### src/rtl/add_test_sequencer_pkg.sv
// Shared constants for the adder test sequencer: CSR map, CTRL/ERR bit positions,
// FSM states and the datapath latency other blocks also reference.
package add_test_pkg;

  localparam int LATENCY_DEFAULT = 5;

  localparam logic [2:0] CSR_ID     = 3'd0;
  localparam logic [2:0] CSR_CTRL   = 3'd1;
  localparam logic [2:0] CSR_START  = 3'd2;
  localparam logic [2:0] CSR_COUNT  = 3'd3;
  localparam logic [2:0] CSR_CYCLES = 3'd4;
  localparam logic [2:0] CSR_ERR    = 3'd5;

  // CTRL write pulses
  localparam int CTRL_START = 0;
  localparam int CTRL_ABORT = 1;
  // CTRL read status
  localparam int STAT_BUSY = 0;
  localparam int STAT_DONE = 1;
  localparam int STAT_LOCK = 2;
  // ERR sticky flags
  localparam int ERR_LOCK_LOST = 0;
  localparam int ERR_START_REJ = 1;

  typedef enum logic [1:0] {
    IDLE  = 2'd0,
    ISSUE = 2'd1,
    DRAIN = 2'd2
  } seq_state_e;

endpackage

### src/rtl/add_test_sequencer_if.sv
// Avalon-MM CSR bus between a host master and the sequencer slave.
interface add_test_sequencer_if;
  logic        read;
  logic        write;
  logic [2:0]  address;
  logic [31:0] writedata;
  logic [31:0] readdata;

  modport master (output read, write, address, writedata, input readdata);
  modport slave  (input read, write, address, writedata, output readdata);
endinterface

### src/rtl/add_test_sequencer_wr_addr_pipe.sv
// Fixed-depth delay line carrying {enable, address}; cleared synchronously on resetn.
module wr_addr_pipe #(
  parameter int WIDTH = 8,
  parameter int DEPTH = 5
) (
  input  logic             clock,
  input  logic             resetn,
  input  logic             en_i,
  input  logic [WIDTH-1:0] addr_i,
  output logic             en_o,
  output logic [WIDTH-1:0] addr_o
);

  logic [WIDTH:0] pipe_q [DEPTH];

  always_ff @(posedge clock) begin
    if (!resetn) begin
      for (int i = 0; i < DEPTH; i++) pipe_q[i] <= '0;
    end else begin
      pipe_q[0] <= {en_i, addr_i};
      for (int i = 1; i < DEPTH; i++) pipe_q[i] <= pipe_q[i-1];
    end
  end

  assign {en_o, addr_o} = pipe_q[DEPTH-1];

endmodule

### src/rtl/add_test_sequencer.sv
// Streams a programmed block of operand read addresses, then replays them as result
// writes LATENCY cycles later so each sum lands at its operands' address.
module add_test_sequencer
  import add_test_pkg::*;
#(
  parameter int ADDR_WIDTH = 8,
  parameter int LATENCY    = LATENCY_DEFAULT,
  parameter int ID         = 8
) (
  input  logic                  clock,
  input  logic                  resetn,
  add_test_sequencer_if.slave   csr,
  input  logic                  pll_lock,
  output logic                  r_en,
  output logic [ADDR_WIDTH-1:0] r_addr,
  output logic                  we,
  output logic [ADDR_WIDTH-1:0] w_addr
);

  localparam logic [ADDR_WIDTH:0] IDX_ONE    = 1;
  localparam logic [3:0]          DRAIN_LAST = 4'(LATENCY - 1);

  seq_state_e            state_q;
  logic [ADDR_WIDTH-1:0] start_addr_q;
  logic [ADDR_WIDTH:0]   count_q;
  logic [ADDR_WIDTH:0]   idx_q;
  logic [3:0]            drain_q;
  logic [31:0]           cycles_q;
  logic [1:0]            err_q;
  logic                  done_q;
  logic                  lock_q;
  logic                  r_en_q;
  logic [ADDR_WIDTH-1:0] r_addr_q;
  logic [31:0]           readdata_q;
  logic [31:0]           rd_mux;

  logic busy, wr_ctrl, start_req, abort_req;

  assign busy      = (state_q != IDLE);
  assign wr_ctrl   = csr.write && (csr.address == CSR_CTRL);
  // abort takes precedence over a start in the same write
  assign abort_req = wr_ctrl && csr.writedata[CTRL_ABORT];
  assign start_req = wr_ctrl && csr.writedata[CTRL_START] && !csr.writedata[CTRL_ABORT];

  always_comb begin
    rd_mux = '0;
    case (csr.address)
      CSR_ID:     rd_mux = 32'(ID);
      CSR_CTRL: begin
        rd_mux[STAT_BUSY] = busy;
        rd_mux[STAT_DONE] = done_q;
        rd_mux[STAT_LOCK] = pll_lock;
      end
      CSR_START:  rd_mux[ADDR_WIDTH-1:0] = start_addr_q;
      CSR_COUNT:  rd_mux[ADDR_WIDTH:0]   = count_q;
      CSR_CYCLES: rd_mux = cycles_q;
      CSR_ERR:    rd_mux[1:0] = err_q;
      default:    rd_mux = '0;
    endcase
  end

  always_ff @(posedge clock) begin
    if (!resetn) begin
      state_q      <= IDLE;
      start_addr_q <= '0;
      count_q      <= '0;
      idx_q        <= '0;
      drain_q      <= '0;
      cycles_q     <= '0;
      err_q        <= '0;
      done_q       <= 1'b0;
      lock_q       <= 1'b0;
      r_en_q       <= 1'b0;
      r_addr_q     <= '0;
      readdata_q   <= '0;
    end else begin
      lock_q     <= pll_lock;
      readdata_q <= csr.read ? rd_mux : '0;
      if (busy) cycles_q <= cycles_q + 32'd1;

      if (csr.write && !busy && csr.address == CSR_START)
        start_addr_q <= csr.writedata[ADDR_WIDTH-1:0];
      if (csr.write && !busy && csr.address == CSR_COUNT)
        count_q <= csr.writedata[ADDR_WIDTH:0];
      // write-one-to-clear; a flag raised this same cycle below still wins
      if (csr.write && csr.address == CSR_ERR)
        err_q <= err_q & ~csr.writedata[1:0];

      case (state_q)
        IDLE: begin
          if (start_req) begin
            if (!pll_lock) begin
              err_q[ERR_START_REJ] <= 1'b1;
            end else if (count_q == '0) begin
              done_q <= 1'b1;
            end else begin
              state_q  <= ISSUE;
              done_q   <= 1'b0;
              cycles_q <= '0;
              r_en_q   <= 1'b1;
              r_addr_q <= start_addr_q;
              idx_q    <= IDX_ONE;
            end
          end
        end
        ISSUE: begin
          if (abort_req || !pll_lock || idx_q == count_q) begin
            state_q <= DRAIN;
            r_en_q  <= 1'b0;
            drain_q <= '0;
            if (!pll_lock) err_q[ERR_LOCK_LOST] <= 1'b1;
          end else begin
            r_addr_q <= start_addr_q + idx_q[ADDR_WIDTH-1:0];
            idx_q    <= idx_q + IDX_ONE;
          end
        end
        DRAIN: begin
          if (lock_q && !pll_lock) err_q[ERR_LOCK_LOST] <= 1'b1;
          if (drain_q == DRAIN_LAST) begin
            state_q <= IDLE;
            done_q  <= 1'b1;
          end else begin
            drain_q <= drain_q + 4'd1;
          end
        end
        default: state_q <= IDLE;
      endcase
    end
  end

  assign csr.readdata = readdata_q;
  assign r_en         = r_en_q;
  assign r_addr       = r_addr_q;

  wr_addr_pipe #(
    .WIDTH (ADDR_WIDTH),
    .DEPTH (LATENCY)
  ) u_wr_addr_pipe (
    .clock  (clock),
    .resetn (resetn),
    .en_i   (r_en_q),
    .addr_i (r_addr_q),
    .en_o   (we),
    .addr_o (w_addr)
  );

endmodule

### src/flat_wrapper.sv
// flat-port wrapper written by rule: the top's interface ports become plain ports
module add_test_sequencer_flat import add_test_pkg::*;
#(
  parameter int ADDR_WIDTH = 8,
  parameter int LATENCY    = LATENCY_DEFAULT,
  parameter int ID         = 8
)
  (clock, resetn, pll_lock, r_en, r_addr, we, w_addr, csr_read, csr_write, csr_address, csr_writedata, csr_readdata);
  add_test_sequencer_if csr_i ();
  input  logic clock;
  input  logic resetn;
  input  logic pll_lock;
  output logic r_en;
  output logic [ADDR_WIDTH-1:0] r_addr;
  output logic we;
  output logic [ADDR_WIDTH-1:0] w_addr;
  input wire logic [$bits(csr_i.read)-1:0] csr_read;
  input wire logic [$bits(csr_i.write)-1:0] csr_write;
  input wire logic [$bits(csr_i.address)-1:0] csr_address;
  input wire logic [$bits(csr_i.writedata)-1:0] csr_writedata;
  output wire logic [$bits(csr_i.readdata)-1:0] csr_readdata;
  assign csr_i.read = csr_read;
  assign csr_i.write = csr_write;
  assign csr_i.address = csr_address;
  assign csr_i.writedata = csr_writedata;
  assign csr_readdata = csr_i.readdata;
  add_test_sequencer #(.ADDR_WIDTH(ADDR_WIDTH), .LATENCY(LATENCY), .ID(ID)) u_core (.clock(clock), .resetn(resetn), .csr(csr_i), .pll_lock(pll_lock), .r_en(r_en), .r_addr(r_addr), .we(we), .w_addr(w_addr));
endmodule
### config.mk
export PLATFORM = sky130hd
export DESIGN_NAME = add_test_sequencer_flat
export DESIGN_NICKNAME = d
export VERILOG_FILES = /design/src/rtl/add_test_sequencer_pkg.sv /design/src/rtl/add_test_sequencer_if.sv /design/src/rtl/add_test_sequencer_wr_addr_pipe.sv /design/src/rtl/add_test_sequencer.sv /design/src/flat_wrapper.sv
export SDC_FILE = /design/constraint.sdc
export NUM_CORES = 1
export LEC_CHECK = 0
export ABC_AREA = 1
export CORE_MARGIN = 2
export CORE_UTILIZATION = 59
export DETAILED_ROUTE_END_ITERATION = 16
export PLACE_DENSITY = 0.94
export SLEW_MARGIN = 20
export SYNTH_ARGS = -nofsm -noshare
export SYNTH_HDL_FRONTEND = slang
export SYNTH_SLANG_ARGS = --single-unit
### constraint.sdc
create_clock -name clock -period 4.46 [get_ports clock]
set_clock_uncertainty 0.15 [all_clocks]
set_input_delay 0.446 -clock clock [delete_from_list [all_inputs] [get_ports clock]]
set_output_delay 0.446 -clock clock [all_outputs]
set_load 0.01 [all_outputs]
# [Word level (Yosys, flattened, before mapping)]
# Memories as Yosys holds them, arrays and structs flattened.
# Cells that the tools add are included.
[op_classes] add_sub_neg=4 eq_ne=16 mux=53 bitwise=7 reduce_logical=28
[op_table] operator="$mux 32" count=5
[op_table] operator="$mux 9" count=9
[op_table] operator="$add 32x1->32 const B" count=1
[op_table] operator="$mux 8" count=4
[op_table] operator="$pmux 5 s4" count=1
[op_table] operator="$pmux 9 s2" count=1
[op_table] operator="$mux 1" count=16
[op_table] operator="$pmux 8 s2" count=1
[op_table] operator="$reduce_and 5->1" count=3
[op_table] operator="$mux 2" count=6
[op_table] operator="$pmux 2 s5" count=1
[op_table] operator="$add 9x1->9 const B" count=1
[op_table] operator="$eq 9x9->1" count=1
[op_table] operator="$logic_and 1x1->1" count=9
[op_table] operator="$logic_not 9->1" count=1
[op_table] operator="$add 8x8->8" count=1
[op_table] operator="$mux 4" count=2
[op_table] operator="$ne 2x2->1 const B" count=4
[op_table] operator="$pmux 1 s2" count=4
[op_table] operator="$pmux 4 s2" count=1
[op_table] operator="$reduce_bool 2->1" count=4
[op_table] operator="$eq 3x2->1 const B" count=2
[op_table] operator="$eq 3x3->1 const B" count=2
[op_table] operator="$ne 2x1->1 const B" count=3
[op_table] operator="17 further kinds" count=25
[totals] reg_bits=109 ramBits=45 in_bits=40 out_inout_bits=50 elab_cells=122 n_memories=1
[mem_list] memory="u_core.u_wr_addr_pipe.pipe_q" depth=5 word_bits=9 rd=5 rd_ports_with_merged_regs=0 wr=5 line="add_test_sequencer_wr_addr_pipe.sv:14" text="logic [WIDTH:0] pipe_q [DEPTH];"

# [Logic depth before layout (Yosys ltp)]
# Gate-level depths: netlist (run 1).
[logic_depth] word_depth=7 mapped_depth=13 depth_no_buf=12

# [By module]
# From an unflattened synthesis (run 1), not the netlist that was laid out.
[hier_totals] cells_unflattened=869 hier_area_um2=6558.8
[by_module_without_submodules] mod="add_test_sequencer" n_inst=1 cells_each=729 area_each_um2=5267.6 seq_area_each_um2=2182.1
[by_module_without_submodules] mod="wr_addr_pipe" n_inst=1 cells_each=140 area_each_um2=1291.2 seq_area_each_um2=900.9

# [Worst setup path after synthesis (run 1)]
# Ideal clock, no wire load.
[synth_path] kind="register to register" from="register u_core.state_q[0]" to="register u_core.count_q[5]" arrival_ns=1.649 required_time_ns=4.191 slack_ns=2.541 stages_incl_launch_ff=10 n_path_buf=2 synth_period_minus_slack_ns=1.919 path_cell_list="dfxtp_1 inv_1 ha_1 buf_2 nand2_1 nor2_1 inv_1 buf_2 o21ai_0 a21oi_1"
[synth_between] elab_chain_len=4
[synth_rtl] element="start: declaration" line="add_test_sequencer.sv:23" text="seq_state_e state_q;"
[synth_rtl] element="start signal: assignment" line="add_test_sequencer.sv:64" text="state_q <= IDLE;"
[synth_rtl] element="start signal: assignment" line="add_test_sequencer.sv:97" text="state_q <= ISSUE;"
[synth_rtl] element="start signal: assignment" line="add_test_sequencer.sv:108" text="state_q <= DRAIN;"
[synth_rtl] element="$reduce_bool 2->1" line="add_test_sequencer.sv:39" text="assign busy = (state_q != IDLE);"
[synth_rtl] element="$logic_not 1->1" line="add_test_sequencer.sv:83" text="if (csr.write && !busy && csr.address == CSR_COUNT)"
[synth_rtl] element="$logic_and 1x1->1 (2 in series)" line="add_test_sequencer.sv:83"
[synth_rtl] element="end signal: assignment" line="add_test_sequencer.sv:84" text="count_q <= csr.writedata[ADDR_WIDTH:0];"
[synth_rtl] element="end: declaration" line="add_test_sequencer.sv:25" text="logic [ADDR_WIDTH:0] count_q;"
# No other way between the ends.
# A chain may end at the register's enable or synchronous reset.

# [Worst setup path after layout (run 1)]
[layout_path] from="register u_core.state_q[0]" to="register u_core.cycles_q[19]"
[layout_between] elab_chain_len=6 word_cells_on_any_way=7 cone_classes="5 x mux; 2 x reduce/logical"
[layout_rtl] element="$reduce_bool 2->1" line="add_test_sequencer.sv:39"
[layout_rtl] element="$mux 32" line="add_test_sequencer.sv:79" text="if (busy) cycles_q <= cycles_q + 32'd1;"
[layout_rtl] element="$mux 32" line="add_test_sequencer.sv:94" text="end else if (count_q == '0) begin"
[layout_rtl] element="$mux 32" line="add_test_sequencer.sv:92" text="if (!pll_lock) begin"
[layout_rtl] element="$mux 32" line="add_test_sequencer.sv:91" text="if (start_req) begin"
[layout_rtl] element="$mux 32 *" line="add_test_sequencer.sv:89" text="case (state_q)"
[layout_rtl] element="end signal: assignment" line="add_test_sequencer.sv:79"
[layout_rtl] element="end: declaration" line="add_test_sequencer.sv:28" text="logic [31:0] cycles_q;"
# Every way passes the cells marked *; elsewhere a longest branch is shown, timed or not.

==> summary.txt, run 1 <==
Critical path
  – Startpoint Class: flop
  – Crit. End Element: flop
  – Worst EP required: 4.70 ns
  – Crit-path max FO: 13
  – Crit path arrival time: around 2.8 ns
  – Critical path class: reg2reg

Synth
  – Yosys warns: 0
  – Main flop type after synthesis: dfxtp_1
  – Synthesized cell area: 6610 sq um
  – Mapped Nets: 948
  – Synthesized area per cell: 7.40 sq um
  – Post-synth EDFFs: 0
  – Distinct cells, synth: 41
  – Mapped Cells: 893
  – Sequential fraction of the synthesis area: 46.6%
  – Ys async rst share: 0%
  – Synth Register Bits: approximately 150

Pwr
  – LEAKAGE: 3.40 nW
  – Max VDD drop: 0.000260 V
  – Power per cell area: 382 nW/um^2

Drt
  – DRC violations left: 0
  – Final wirelength: 15.3 mm
  – Drt pass-1 iters: 6
  – Drt initial violations: 529
  – Detailed-route via count: 5,908
  – Antenna viol nets, final: 0
  – Avg Vias per Cell: around 5.4
  – DR WL/cell: about 14 um

Die
  – Horiz. Die Dim: 110 um
  – Ports: 90
  – CORE AREA: between 10,000 and 15,000 sq um
  – Initial Utilization: 60.7%
  – Die span in y: 110 um
  – Rows: 38
  – Die area: 12,100 sq um

Final layout
  – Layout cell share with drive strength beyond 1: between 5 and 6%
  – Layout Utilization: 72.5%
  – Final-stage net count: 1,004
  – P&R area growth vs syn: 19.5%
  – Antenna diodes: 0

Flow run
  – Max cap viols: 0

Clock network
  – Clock transition at path regs: 0.07 ns
  – Clk sinks: 154
  – H-tree depth: 4
  – Total setup buffers inserted after CTS: 0
  – Post-CTS Resized: 0
  – TritonCTS clock tree: built
  – Root buffer cell: clkbuf_8
  – Worst-Skew Late Latency: 0.53 ns
  – CTS Buffer Depth: 2
  – Hold bufs inserted after CTS: 0
  – Total CTS buffers: 17

Min path
  – Worst hold path type: reg2reg

GRT
  – Vias in the first global route: about 5.5k
  – Initial antenna violation count: 0
  – GRT Util Overall: between 20% and 30%
  – Largest net degree at the start of global routing: 79
  – Grt ovf: 0
  – First-pass GRT wire length: 24.8 mm

Timing
  – Slew of the pin with the lowest slew margin: 0.826 ns
  – RSZ-0062 raised after global routing: no
  – Hold Vio Cnt, Final: 0
  – Min cycle time layout: 2.58 ns
  – TNS Setup: 0 ns
  – Slew HR: between 40 and 50%
  – Final Setup Violations: 0
  – Tcrit/Tclk final: 57.8%
  – F_max: a little under 400 MHz
  – Slew Limit Fails: 0

Placed design
  – Port Buffers: 66
  – Dpl hpwl: 9.85 mm
  – Global placer's final weighted congestion: 0.957

Status
  – Outcome: finished, final reports clean
## cell usage after synthesis, types with 3 or more instances
cell type	instances	area share, %
o22ai_1	5	0.47
nand2_1	188	11
ha_1	14	2.7
inv_1	148	8.4
buf_4	9	1.0
a21oi_1	39	3.0
xor2_1	26	3.4
dfxtp_1	154	47
o21ai_0	31	2.3
nor3_1	21	1.6
a31oi_1	3	0.28
buf_2	6	0.45
nand3_1	42	3.2
a221oi_1	5	0.66
nand4_1	18	1.7
xnor2_1	5	0.66
nor2_1	128	7.3
clkbuf_1	16	0.91
nor3b_1	3	0.34
or2_2	3	0.28
## final cells by class
class,count,area (sq um)
clock inverter,14,176
sequential,154,3080
fill,752,2990
inverter,149,559
tap,140,175
clock buffer,18,428
timing repair buffer,69,678
multi-input combinational,558,2800
## sequential cells by signal, indices dropped and copies added, names as in the netlist
| register | cells |
|---|---|
| u_core.drain_q | 4 |
| u_core.u_wr_addr_pipe.pipe_q | 45 |
| u_core.state_q | 2 |
| u_core.done_q | 1 |
| u_core.start_addr_q | 8 |
| u_core.csr.readdata | 32 |
| u_core.lock_q | 1 |
| u_core.count_q | 9 |
| u_core.idx_q | 9 |
| u_core.r_en | 1 |
| u_core.cycles_q | 32 |
| u_core.err_q | 2 |
| u_core.r_addr | 8 |
## cell families after synthesis
| logic type | after synthesis | share of synthesized area, % |
|---|---|---|
| AND/OR/NAND/NOR | 419 | 27.3 |
| AO/OA/AOI/OAI | 93 | 8.01 |
| flip-flops | 154 | 46.6 |
| XOR/XNOR | 31 | 4.11 |
| adder cells (fa/ha/maj) | 15 | 2.95 |
| buffers and inverters | 181 | 11.0 |
## final timing paths
path	endpoint	slack [ns]	from	depth (start not counted)
setup / recovery	u_core.cycles_q[19]	1.88	u_core.state_q[0]	10
setup reg to reg	u_core.cycles_q[19]	1.88	u_core.state_q[0]	10
hold reg to reg	u_core.u_wr_addr_pipe.pipe_q[0][12]	0.26	u_core.u_wr_addr_pipe.pipe_q[0][3]	2
hold / removal	u_core.u_wr_addr_pipe.pipe_q[0][12]	0.26	u_core.u_wr_addr_pipe.pipe_q[0][3]	2
## metal layers
metal  up-vias  part of all wire, %  global-route usage (%)
met5         -                    0                       0
met4         0                  3.1                    10.6
met3        59                  8.6                    6.46
met2       324                   48                    43.7
met1      2627                   41                    32.5
li1       2898                    -                       -
## placed cells by master (no fill, tap or decap), types with 14 or more instances in the layout
cell type,synthesis,routed
clkdlybuf4s50_1,0,65
inv_1,148,148
nand4_1,18,18
a21oi_1,39,39
nand2_1,188,188
nand3_1,42,42
nor3_1,21,21
clkbuf_16,0,16
o21ai_0,31,31
nor2_1,128,128
dfxtp_1,154,154
xor2_1,26,26
ha_1,14,14
## where the power goes
group          switching, mW  internal (mW)  leakage, nW
Sequential            0.0155           1.39         1.24
Combinational          0.102         0.0508         1.86
Clock                  0.620          0.835        0.294
## critical path: stages, from the launching register on
cell and delay, ns:
dfxtp_1 0.33, inv_1 0.08, ha_1 0.55, clkinv_1 0.46, nand3_1 0.24, nor2_1 0.06
nand2_1 0.13, nor2_1 0.09, nand4_1 0.11, xor2_1 0.19, nor2_1 0.06
## stage by stage
stage          hold WS (ns)  area (sq um)  power, mW  setup WS (ns)  instances
2_1_floorplan         0.240          6610       1.54           2.54        893
3_3_place_gp          0.241          7290       1.58           1.62       1070
3_5_place_dp          0.245          7290       1.58           1.57       1070
4_1_cts               0.256          7900       3.02           1.91       1102
5_1_grt               0.274          7900       3.10           1.73       1102
6_report              0.258          7900       3.01           1.88       1102
Power figures use the tool's default switching activity.
==> run 2: changes to the inputs <==
Settings changed: CORE_UTILIZATION 59 to 55, PLACE_DENSITY 0.94 to 0.89.
Clock period 4.46 ns to 2.4 ns, I/O delays scaled along.
==> run 2 against run 1 <==
Net effect: core utilization fell by 5.0 points; routed wire length down 2.5%; register-to-register slack got worse by 1.6 ns; via count decreased by 2.2%; count of clock-buffer cells in the layout down 1; sequential share of layout area decreased by 0.54 points; final area up 1.4%; power increased by 83%; sequential power up 85%; die area rose by 7.0%.
==> summary.txt, run 2 (synthesized netlist as in run 1, its figures left out) <==
Final layout
  – Final-stage net count: 1,020 (+1.6%)
  – Antenna diodes: 0 (unchanged)
  – Register Area: 3080 sq um (unchanged)
  – Commonest non-fill, non-tap cells in the layout: 188 x nand2_1, 154 x dfxtp_1, 148 x inv_1
  – Largest register FFs: 45 (unchanged)
  – Multi-input logic area: 2800 sq um (unchanged)
  – Layout cell share with drive strength beyond 1: 6.75% (+1.6 points)
  – P&R area growth vs syn: 21.2%
  – # fillers: 921 (+22%)
  – Most common cell after layout, fill and taps aside: nand2_1
  – Most flop-heavy register: u_core.u_wr_addr_pipe.pipe_q

Clock network
  – CTS Buffer Depth: 2 (unchanged)
  – Total setup buffers inserted after CTS: 0 (unchanged)
  – Worst-Skew Late Latency: 0.43 ns (-0.10 ns)
  – Hold bufs inserted after CTS: 0 (unchanged)
  – H-tree depth: 4 (unchanged)
  – Clk sinks: 154 (unchanged)
  – TritonCTS clock tree: built
  – Post-CTS Resized: 0 (unchanged)
  – Root buffer cell: clkbuf_16
  – Clock transition at path regs: 0.06 ns (about the same)
  – Total CTS buffers: 17 (unchanged)

GRT
  – Initial antenna violation count: 0 (unchanged)
  – GRT Util Overall: 23.7% (-2.6 points)
  – Largest net degree at the start of global routing: 48 (-39%)
  – First-pass GRT wire length: 24.5 mm (-1.5%)
  – Grt ovf: 0 (unchanged)
  – Vias in the first global route: 5,363 (-2.7%)

Critical path
  – Worst EP required: 2.60 ns (-2.10 ns)
  – CP max-delay cell: dfxtp_1
  – CP max stage delay: 0.50 ns (-0.05 ns)
  – Critical path class: reg2reg
  – Crit path arrival time: 2.31 ns (-0.51 ns)
  – Worst-path cell chain: nand2_1 > nor3_1 > nand2_1 > nor3_2 > nand3_1 > nand2_1 > nor3b_1
  – Crit. End Element: flop
  – Startpoint Class: flop
  – Critical path's most frequent cell: nand2_1
  – Crit-path max FO: 7 (-6)

Die
  – CORE AREA: 11,900 sq um (+8.9%)
  – Die span in y: 114 um (+3.4%)
  – Horiz. Die Dim: 114 um (+3.4%)
  – Rows: 40 (+5.3%)
  – Ports: 90 (unchanged)
  – Initial Utilization: 55.7% (-5.0 points)
  – Die area: 12,900 sq um (+7.0%)

Status
  – Outcome: finished, final reports clean

Timing
  – RSZ-0062 raised after global routing: no
  – F_max: 475 MHz (+22%)
  – Slew HR: 55.7% (+11 points)
  – Final Setup Violations: 0 (unchanged)
  – Tcrit/Tclk final: 87.8% (+30 points)
  – Worst hold slack: 0.151 ns (-0.106 ns)
  – Min cycle time layout: 2.11 ns (-0.472 ns)
  – TNS Setup: 0 ns (unchanged)
  – Hold Vio Cnt, Final: 0 (unchanged)
  – Slew Limit Fails: 0 (unchanged)
  – Slew of the pin with the lowest slew margin: 0.659 ns (-0.167 ns)

Pwr
  – Part of the power in registers: 47.3% (+0.7 points)
  – Power per cell area: 690 nW/um^2 (+81%)
  – Sw Pwr: 1.37 mW (+85%)
  – Switching Share: 24.7% (+0.27 points)
  – Max VDD drop: 0.000378 V (+46%)
  – Clk pwr share: 47.2% (-1.1 points)
  – Power Internal: 4.16 mW (+83%)
  – LEAKAGE: 3.46 nW (+1.8%)
  – Logic gate share of total power: 5.5% (+0.4 points)

Drt
  – Avg Vias per Cell: 5.14 (-4.2%)
  – Final wirelength: 14.9 mm (-2.5%)
  – Antenna viol nets, final: 0 (unchanged)
  – DR WL/cell: 13.2 um (-4.5%)
  – DRC violations left: 0 (unchanged)
  – Drt initial violations: 497 (-6.0%)
  – Drt pass-1 iters: 5 (-1)
  – Detailed-route via count: 5,777 (-2.2%)

Flow run
  – Max cap viols: 0 (unchanged)

Placed design
  – Port Buffers: 66 (unchanged)
  – Global placer's final weighted congestion: 0.948 (-1.0%)
  – Dpl hpwl: 10.2 mm (+3.8%)

Min path
  – Worst hold path type: in2reg
[run 2: area by class of cell]
class | instances | share of cell area, %
sequential | 154 | 38.5
inverter | 149 | 6.98
tap | 147 | 2.30
multi-input combinational | 558 | 34.9
clock buffer | 17 | 5.31
clock inverter | 15 | 2.00
timing repair buffer | 85 | 9.97
[run 2: metrics by stage]
stage                     setup WS (ns)  cells  total power [mW]  instance area (sq um)  util, %
final                             0.294   1125              5.53                   8010     67.5
after CTS                         0.355   1125              5.54                   8010     67.5
after global routing              0.114   1125              5.70                   8010     67.5
after detailed placement          0.122   1093              2.96                   7420     62.6
after floorplan                   0.481    893              2.85                   6610        -
after global placement            0.208   1093              2.95                   7420     62.6
[run 2: worst max-delay path: cells and delay by family (launching register included)]
| family | cells | cell delay [ns] |
|---|---|---|
| AND/OR/NAND/NOR | 7 | 1.38 |
| flip-flops | 1 | 0.50 |
[run 2: worst paths after layout]
kind,endpoint,slack [ns],start,depth (start not counted)
setup / recovery,u_core.cycles_q[31],0.29,u_core.cycles_q[3],7
hold / removal,u_core.r_addr[4],0.15,resetn,4
setup reg to reg,u_core.cycles_q[31],0.29,u_core.cycles_q[3],7
hold reg to reg,u_core.u_wr_addr_pipe.pipe_q[0][35],0.25,u_core.u_wr_addr_pipe.pipe_q[0][26],2
[run 2: metal layers]
layer	GRT usage [%]	vias up	wire length, um
met5	0	-	0
met4	11.2	0	531
met3	5.26	48	961
met2	38.9	236	6960
met1	29.7	2568	6410
li1	-	2925	-
[run 2: power by group through the flow]
stage	logic (mW)	clock network (mW)	registers, mW
after global routing	0.339	2.75	2.61
after global placement	0.286	0	2.67
after floorplan	0.193	0	2.66
final	0.303	2.61	2.61
after detailed placement	0.293	0	2.67
after CTS	0.299	2.63	2.61
==> run 3: changes to the inputs <==
Settings changed: CELL_PAD_IN_SITES_DETAIL_PLACEMENT set to 2, CELL_PAD_IN_SITES_GLOBAL_PLACEMENT set to 2, CORE_UTILIZATION 55 to 31, GPL_TIMING_DRIVEN set to 0, PLACE_DENSITY 0.89 to 0.88.
==> run 3 against run 2 <==
Net effect: count of clock-buffer cells in the layout up 1; die area rose by 74%; worst setup slack got worse by 0.16 ns; final area rose by 2.6%.
==> summary.txt, run 3 (synthesized netlist as in run 1, its figures left out) <==
Clock network
  – Root buffer cell: clkbuf_16
  – Clk sinks: 154 (unchanged)
  – Clock transition at path regs: 0.07 ns (about the same)
  – Post-CTS Resized: 3 (+3)
  – Hold bufs inserted after CTS: 0 (unchanged)
  – Worst-Skew Late Latency: 0.44 ns (about the same)
  – TritonCTS clock tree: built
  – Total CTS buffers: 17 (unchanged)
  – Total setup buffers inserted after CTS: 0 (unchanged)
  – H-tree depth: 4 (unchanged)
  – CTS Buffer Depth: 2 (unchanged)

GRT
  – GRT Util Overall: 21.2% (-2.5 points)
  – First-pass GRT wire length: 36.4 mm (+49%)
  – Vias in the first global route: 6,688 (+25%)
  – Grt ovf: 0 (unchanged)
  – Initial antenna violation count: 0 (unchanged)
  – Largest net degree at the start of global routing: 17 (-65%)

Placed design
  – Dpl ws: -0.203 ns (-0.325 ns)
  – Global placer's final weighted congestion: 0.853 (-9.9%)
  – Dpl hpwl: 16.3 mm (+60%)
  – Port Buffers: 65 (-1.5%)

Final layout
  – P&R area growth vs syn: 24.3%
  – Antenna diodes: 0 (unchanged)
  – Most flop-heavy register: u_core.u_wr_addr_pipe.pipe_q
  – Largest register FFs: 45 (unchanged)
  – # fillers: 2,468 (+170%)
  – Commonest non-fill, non-tap cells in the layout: 188 x nand2_1, 154 x dfxtp_1, 148 x inv_1
  – Most common cell after layout, fill and taps aside: nand2_1
  – Final-stage net count: 1,032 (+1.2%)
  – Layout cell share with drive strength beyond 1: 6.57% (-0.18 points)
  – Register Area: 3080 sq um (unchanged)
  – Multi-input logic area: 2810 sq um (+0.40%)

Min path
  – Hold Path Cell Cnt: 3 (-1)
  – Hold Path End: u_core.count_q[8]
  – Worst hold path type: in2reg
  – Critical hold path startpoint: csr_writedata[8]

Flow run
  – Max cap viols: 0 (unchanged)

Timing
  – Slew of the pin with the lowest slew margin: 0.638 ns (-0.0212 ns)
  – Final Setup Violations: 0 (unchanged)
  – Min cycle time layout: 2.27 ns (+0.161 ns)
  – Final WS setup: 0.133 ns (-0.161 ns)
  – RSZ-0062 raised after global routing: yes
  – F_max: 441 MHz (-7.1%)
  – Tcrit/Tclk final: 94.4% (+6.7 points)
  – Hold Vio Cnt, Final: 0 (unchanged)
  – Slew HR: 57.1% (+1.4 points)
  – Slew Limit Fails: 0 (unchanged)

Status
  – Outcome: finished, final reports clean

Critical path
  – Length in cells of the worst reg-to-reg path: 9 (+2)
  – Reg2reg end: u_core.count_q[5]
  – Crit path arrival time: 2.45 ns (+0.14 ns)
  – Startpoint Class: flop
  – Crit-path max FO: 10 (+3)
  – Critical path class: reg2reg
  – Flop-to-flop setup slack: 0.13 ns (-0.16 ns)
  – Worst EP required: 2.58 ns (-0.02 ns)
  – RR Startpoint: u_core.state_q[1]
  – Crit. End Element: flop

Die
  – Ports: 90 (unchanged)
  – Rows: 53 (+33%)
  – Horiz. Die Dim: 150 um (+32%)
  – Initial Utilization: 31.5% (-24 points)
  – Die area: 22,500 sq um (+74%)
  – CORE AREA: 21,000 sq um (+77%)
  – Die span in y: 150 um (+32%)

Drt
  – Final wirelength: 22.6 mm (+52%)
  – Antenna viol nets, final: 0 (unchanged)
  – Avg Vias per Cell: 4.81 (-6.3%)
  – Detailed-route via count: 6,084 (+5.3%)
  – DR WL/cell: 17.9 um (+35%)
  – Drt pass-1 iters: 4 (-1)
  – DRC violations left: 0 (unchanged)
  – Drt initial violations: 251 (-49%)

Pwr
  – LEAKAGE: 3.48 nW (+0.54%)
  – Max VDD drop: 0.000487 V (+29%)
  – Power Total: 5.75 mW (+4.0%)
  – Power per cell area: 699 nW/um^2 (+1.4%)
run 3: stage by stage:
stage	utilization [%]	cells	hold WS, ns	TNS [ns]	instance area (sq um)
after CTS	39.2	1264	0.231	0	8210
after global placement	36.3	1233	0.244	-1.92	7600
after detailed placement	36.3	1233	0.252	-3.07	7600
after floorplan	-	893	0.183	0	6610
final	39.2	1264	0.241	0	8220
after global routing	39.2	1264	0.282	-0.0796	8220
run 3: where the power goes:
part,switching [mW],internal [mW],leakage [nW]
Sequential,0.0348,2.58,1.24
Clock,1.22,1.58,0.277
Combinational,0.224,0.102,1.96
run 3: how the worst max path moves through the flow:
stage                 startpoint                     end  slack, ns  depth (start not counted)
2_1_floorplan  u_core.state_q[0]       u_core.count_q[5]       0.48                          9
3_3_place_gp      csr_address[0]        u_core.r_addr[7]      -0.13                         11
3_5_place_dp      csr_address[0]  u_core.start_addr_q[2]      -0.20                          7
4_1_cts        u_core.state_q[1]  u_core.start_addr_q[2]       0.03                          8
5_1_grt        u_core.state_q[1]       u_core.count_q[6]      -0.03                          9
6_report       u_core.state_q[1]       u_core.count_q[5]       0.13                          9
run 3: final cells by class:
class | count | share of cell area [%]
buffer | 32 | 2.07
sequential | 154 | 37.5
tap | 275 | 4.19
clock inverter | 13 | 1.92
multi-input combinational | 558 | 34.2
inverter | 149 | 6.82
clock buffer | 18 | 5.35
timing repair buffer | 65 | 7.92
run 3: routing by layer:
metal / GRT usage, % / routed length (um) / up-vias
met5: 0 / 0 / -
met4: 7.22 / 511 / 0
met3: 3.99 / 697 / 30
met2: 38.1 / 11700 / 107
met1: 25.2 / 9760 / 3003
li1: - / - / 2944
run 3: critical path, stage by stage, from the launching register on:
cell	delay (ns)
dfxtp_1	0.32
inv_1	0.10
ha_2	0.28
buf_2	0.29
nand2_1	0.16
nor2_2	0.29
inv_1	0.12
buf_2	0.19
o21ai_0	0.19
a21oi_1	0.06
